## src/rtl/_register_pipe_r.sv

```systemverilog
// Parametrised valid/ready pipeline register chain with bubble collapsing,
// synchronous flush and occupancy count; stage DEPTH-1 drives the output.
module _register_pipe_r #(
    parameter int unsigned       WIDTH     = 3,
    parameter int unsigned       DEPTH     = 2,
    parameter logic [WIDTH-1:0]  RESET_VAL = '0
) (
    input  logic                         clk,
    input  logic                         reset_n,
    input  logic                         flush,
    input  logic                         in_valid,
    output logic                         in_ready,
    input  logic [WIDTH-1:0]             in_data,
    output logic                         out_valid,
    input  logic                         out_ready,
    output logic [WIDTH-1:0]             out_data,
    output logic [$clog2(DEPTH+1)-1:0]   count
);

    localparam int unsigned CW = $clog2(DEPTH + 1);

    logic [DEPTH-1:0]             r_v;
    logic [DEPTH-1:0][WIDTH-1:0]  r_d;
    logic [DEPTH-1:0]             w_v_nxt;
    logic [DEPTH-1:0][WIDTH-1:0]  w_d_nxt;
    logic [DEPTH-1:0]             w_rdy;
    logic [CW-1:0]                w_count;

    // rdy[k] unrolled: stage k can load if any stage at or after k is empty,
    // or the output is being taken this cycle.
    always_comb begin
        w_rdy = '0;
        for (int unsigned k = 0; k < DEPTH; k++) begin
            w_rdy[k] = out_ready;
            for (int unsigned j = k; j < DEPTH; j++) begin
                if (!r_v[j]) w_rdy[k] = 1'b1;
            end
        end
    end

    always_comb begin
        w_v_nxt = r_v;
        w_d_nxt = r_d;
        if (w_rdy[0]) begin
            w_v_nxt[0] = in_valid;
            if (in_valid && !flush) w_d_nxt[0] = in_data;
        end
        for (int unsigned k = 1; k < DEPTH; k++) begin
            if (w_rdy[k]) begin
                w_v_nxt[k] = r_v[k-1];
                if (r_v[k-1] && !flush) w_d_nxt[k] = r_d[k-1];
            end
        end
        if (flush) w_v_nxt = '0;
    end

    always_comb begin
        w_count = '0;
        for (int unsigned k = 0; k < DEPTH; k++) begin
            w_count = w_count + CW'(r_v[k]);
        end
    end

    always_ff @(posedge clk or negedge reset_n) begin
        if (!reset_n) begin
            r_v <= '0;
            r_d <= {DEPTH{RESET_VAL}};
        end else begin
            r_v <= w_v_nxt;
            r_d <= w_d_nxt;
        end
    end

    assign in_ready  = w_rdy[0] & ~flush;
    assign out_valid = r_v[DEPTH-1];
    assign out_data  = r_d[DEPTH-1];
    assign count     = w_count;

endmodule
```

## config.mk

```make
export PLATFORM = sky130hd
export DESIGN_NAME = _register_pipe_r
export DESIGN_NICKNAME = d
export VERILOG_FILES = /design/src/rtl/_register_pipe_r.sv
export SDC_FILE = /design/constraint.sdc
export NUM_CORES = 1
export LEC_CHECK = 0
export BUFFER_PORTS_ARGS = -buffer_cell sky130_fd_sc_hd__buf_2
export CAP_MARGIN = 15
export CORE_AREA = 5 5 42 44
export DETAILED_ROUTE_END_ITERATION = 16
export DIE_AREA = 0 0 47 49
export PLACE_DENSITY_LB_ADDON = 0.08
export SYNTH_ARGS = -nofsm -noshare
export SYNTH_HDL_FRONTEND = slang
export SYNTH_SLANG_ARGS = --single-unit
```

## constraint.sdc

```tcl
create_clock -name clk -period 1.91 [get_ports clk]
set_input_delay 0.0955 -clock clk [delete_from_list [all_inputs] [get_ports clk]]
set_output_delay 0.0955 -clock clk [all_outputs]
set_load 0.03 [all_outputs]
```

* After elaboration in Yosys (flattened, before gate mapping)
Cells that the tools add are included.
** Word-level totals
- Word-level logic and storage cells :: 20
- Register bits :: 8
- Input bits :: 8
** Cells by class
- Muxes and demuxes :: 6
- Add/subtract/negate cells :: 1
- Reduce and logical (&&, ||, !) cells :: 7
- Bitwise gates (word level) :: 2
** Operators by type and width (count)
- 1-bit two-way mux :: 5
- 2-bit AND reduction :: 2
- 2-bit nonzero test :: 2
- 1-bit by 1-bit adder with 2-bit output :: 1
- 1-bit logical AND :: 2
- 2-bit two-way mux :: 1
- 1-bit AND :: 1
- 1-bit zero test :: 1
- 1-bit inverter :: 1

* Logic depth before layout (Yosys ltp)
- Depth after elaboration :: 4
- Depth in mapped cells :: 3
- Gate-level depth less buffers :: 3

* Worst setup path before layout
OpenSTA, ideal clock, no wires.
- Path type :: register to register
- From :: register r_v[1]
- To :: register r_d[0] (netlist name)
- Stages on the path, launching flop included :: 4
- Path slack :: 353 ps
- Clock period less this slack :: 1557 ps
- Buffers on the path :: 0
- Arrival time :: 1432 ps
- Cells stage by stage :: dfrtp_1 and3b_1 or3b_4 mux2_4
** On the way
- Longest elaborated chain between the ends :: 2
** Ends and longest elaborated chain
- start, declared :: line 22 : logic [DEPTH-1:0] r_v;
- start signal, assigned :: line 69 : r_v <= w_v_nxt;
- 1-bit two-way mux :: line 36 : if (!r_v[j]) w_rdy[k] = 1'b1;
- 2-bit AND reduction (no line)
- end signal, assigned :: line 67 : r_d <= {DEPTH{RESET_VAL}};
- end signal, assigned :: line 70 : r_d <= w_d_nxt;
- end, declared :: line 23 : logic [DEPTH-1:0][WIDTH-1:0] r_d;
Every way passes these cells.
A chain may end at the register's enable or synchronous reset.

* Worst setup path in the final report
- From :: register r_v[1]
- To :: register r_d (netlist bit out_data[1])
Same word-level chain as after synthesis.

==> out/results.tsv <==
stage	metric	value	unit
layout	fin_cells	58	
power_and_ir_drop	power_switching	151	uW
synthesis	syn_avg_cell_area	13.7	um^2
power_and_ir_drop	p_int	329	uW
floorplanning	start_util	26.3	%
layout	syn2layout_area_growth	27.1	%
floorplanning	rows	14	
worst_setup_path	cp-end-kind	flip-flop	
synthesis	synthDistinctLibCells	10	
floorplanning	die_w	47	um
power_and_ir_drop	p_comb_share	28.1	%
drt	firstDrtPassIters	4	
drt	drc	0	
drt	viasPerCell	4.53	
sta	max_slew.worst_pin.slew	0.465	ns
clocking	clk_path_buf_depth	2	
layout	multi_input_area	146	um^2
layout	nNetsFinal	53	
sta	clock_skew	0.00120	ns
synthesis	synth_area	369	um^2
layout	antenna_cells	0	
clocking	clock-sinks	8	
power_and_ir_drop	p_per_area	1020	nW/um^2
worst_setup_path	cp_data_required_time	2.05	ns
global_routing	grt_pass1_wl	1110	um
hold_path	hold_class	primary input to flip-flop	
sta	setup_tns	0	ns
sta	hold_viol_final	0	
clocking	cts_tree	done	
sta	drv_slew	0	
clocking	worst_skew_pair.late_latency	0.25	ns
power_and_ir_drop	peakVddDrop	0.000314	V
placement	numPortBuffers	14	
status	status	complete, no violations	
job	cap_viol_max_count	0	
global_routing	grt_pass1_vias	276	
placement	pre_cts_ws	0.389	ns
worst_setup_path	crit_fanout	4	
layout	seq_area	200	um^2
sta	rsz0062_at_grt	false	
sta	fin_crit	1.52	ns
sta	period_share	79.7	%
clocking	hold_buffers	1	
global_routing	gr-total-overflow	0	
power_and_ir_drop	swShare	31.5	%
worst_setup_path	critPathLaunchType	flip-flop	
clocking	cts_made_buffers	3	
synthesis	syn_inst	27	
clocking	cts-root-buf	clkbuf_4	
global_routing	grt_max_degree	9	
layout	drive_gt1_share	59.5	%
synthesis	yosys_register_bits	8	
sta	timing.fmax	0.657	GHz
sta	fin_ws	0.387	ns
clocking	cts.clk_slew.worst_paths	0.05	ns
synthesis	yosysWarnings	0	
power_and_ir_drop	leakagePower	0.249	nW
global_routing	antenna_found_initial	0	
clocking	cts_setup_buffers	0	
power_and_ir_drop	seqPwrFrac	45.3	%
placement	hpwl	590	um
clocking	ctsResizeCount	0	
drt	num_vias	263	
layout	fill_cells	143	
floorplanning	core	1400	um^2
power_and_ir_drop	power_frac_clock	26.7	%
clocking	h-tree-depth	1	
drt	drt_iter0_drc	3	
floorplanning	die_area	2300	um^2
worst_setup_path	path_class	flip-flop to flip-flop	
power_and_ir_drop	power	481	uW
floorplanning	io_pins	15	
synthesis	synth_nets	36	
floorplanning	die_y	49	um
worst_setup_path	cp.arrival	1.66	ns
sta	holdWs	0.0617	ns
drt	ant_nets	0	
placement	gp_congestion	0.723	
sta	setup_violations	0	
placement	dp_cells	54	
global_routing	track_usage	7.39	%
drt	drt_wl_total	734	um
synthesis	synth-seq-area-share	54.2	%
sta	relSlewSlack	68.9	%
drt	wire_per_inst	12.7	um
==> layout make-up <==
cell class | instances | share of cell area (%)
flip-flops and latches | 8 | 42.7
multi-input cells | 16 | 31.2
repair buffers | 15 | 17.1
clock buffers | 3 | 4.80
well taps | 16 | 4.27
==> stage by stage <==
stage	area (um^2)	utilization [%]
after floorplan	369	-
after global placement	437	31.2
after detailed placement	437	31.2
after CTS	469	33.5
after global routing	469	33.5
final	469	33.5
==> cells in the final DEF (no fill, tap or decap), drive strengths merged <==
cell type    count
buf             14
dfrtp            8
mux2             6
nor2             5
clkbuf           3
and3b            1
and2b            1
nor3b            1
or3b             1
ha               1
dlygate4sd3      1
==> critical path: stages (launching register included) <==
cell     delay (ns)
dfrtp_1        0.40
and2b_2        0.21
nor3b_1        0.41
mux2_2         0.39
==> sequential cells by signal, summed over array words and instances, names as in the netlist <==
name / cells
out_data: 3
r_d: 3
r_v: 2
==> cell usage after synthesis (all sizes together) <==
library cell / number / area, um^2
mux2: 6 / 78.8
buf: 3 / 22.5
nor2: 5 / 18.8
and3b: 1 / 8.76
ha: 1 / 12.5
or3b: 1 / 11.3
and2b: 1 / 8.76
nor3b: 1 / 7.51
dfrtp: 8 / 200
==> final timing paths <==
path,startpoint,to,slack [ns],depth (start not counted)
setup / recovery,r_v[1],out_data[1],0.39,3
max in group asynchronous,reset_n,r_d[2],1.53,2
hold / removal,flush,r_v[0],0.06,2
min in group asynchronous,reset_n,r_v[0],0.22,2
setup reg to reg,r_v[1],out_data[1],0.39,3
hold reg to reg,out_data[0],out_data[0],0.50,1
==> power groups by stage <==
stage	Combinational [mW]	Sequential (mW)	Clock (mW)
after global routing	0.144	0.221	0.139
final	0.135	0.218	0.128
after global placement	0.135	0.220	0
after detailed placement	0.136	0.222	0
after CTS	0.138	0.219	0.136
after floorplan	0.122	0.218	0
==> routing by layer <==
metal	part of all wire (%)	vias to the layer above	GRT usage, %	routed length (um)
met5	0	-	0	0
li1	-	122	-	-
met1	40	122	8.58	294
met3	13	5	2.21	92
met2	42	14	9.50	311
met4	5.0	0	8.29	37
==> logic make-up (layout without fill, tap and decap cells) <==
logic type    after synthesis  count (layout)  share of synthesized area (%)
buf+inv                     3              18                           6.10
flops                       8               8                           54.2
simple gates                9               9                           14.9
fa+ha+maj                   1               1                           3.39
mux                         6               6                           21.4
Note: power is estimated with default switching activity, not from simulation.
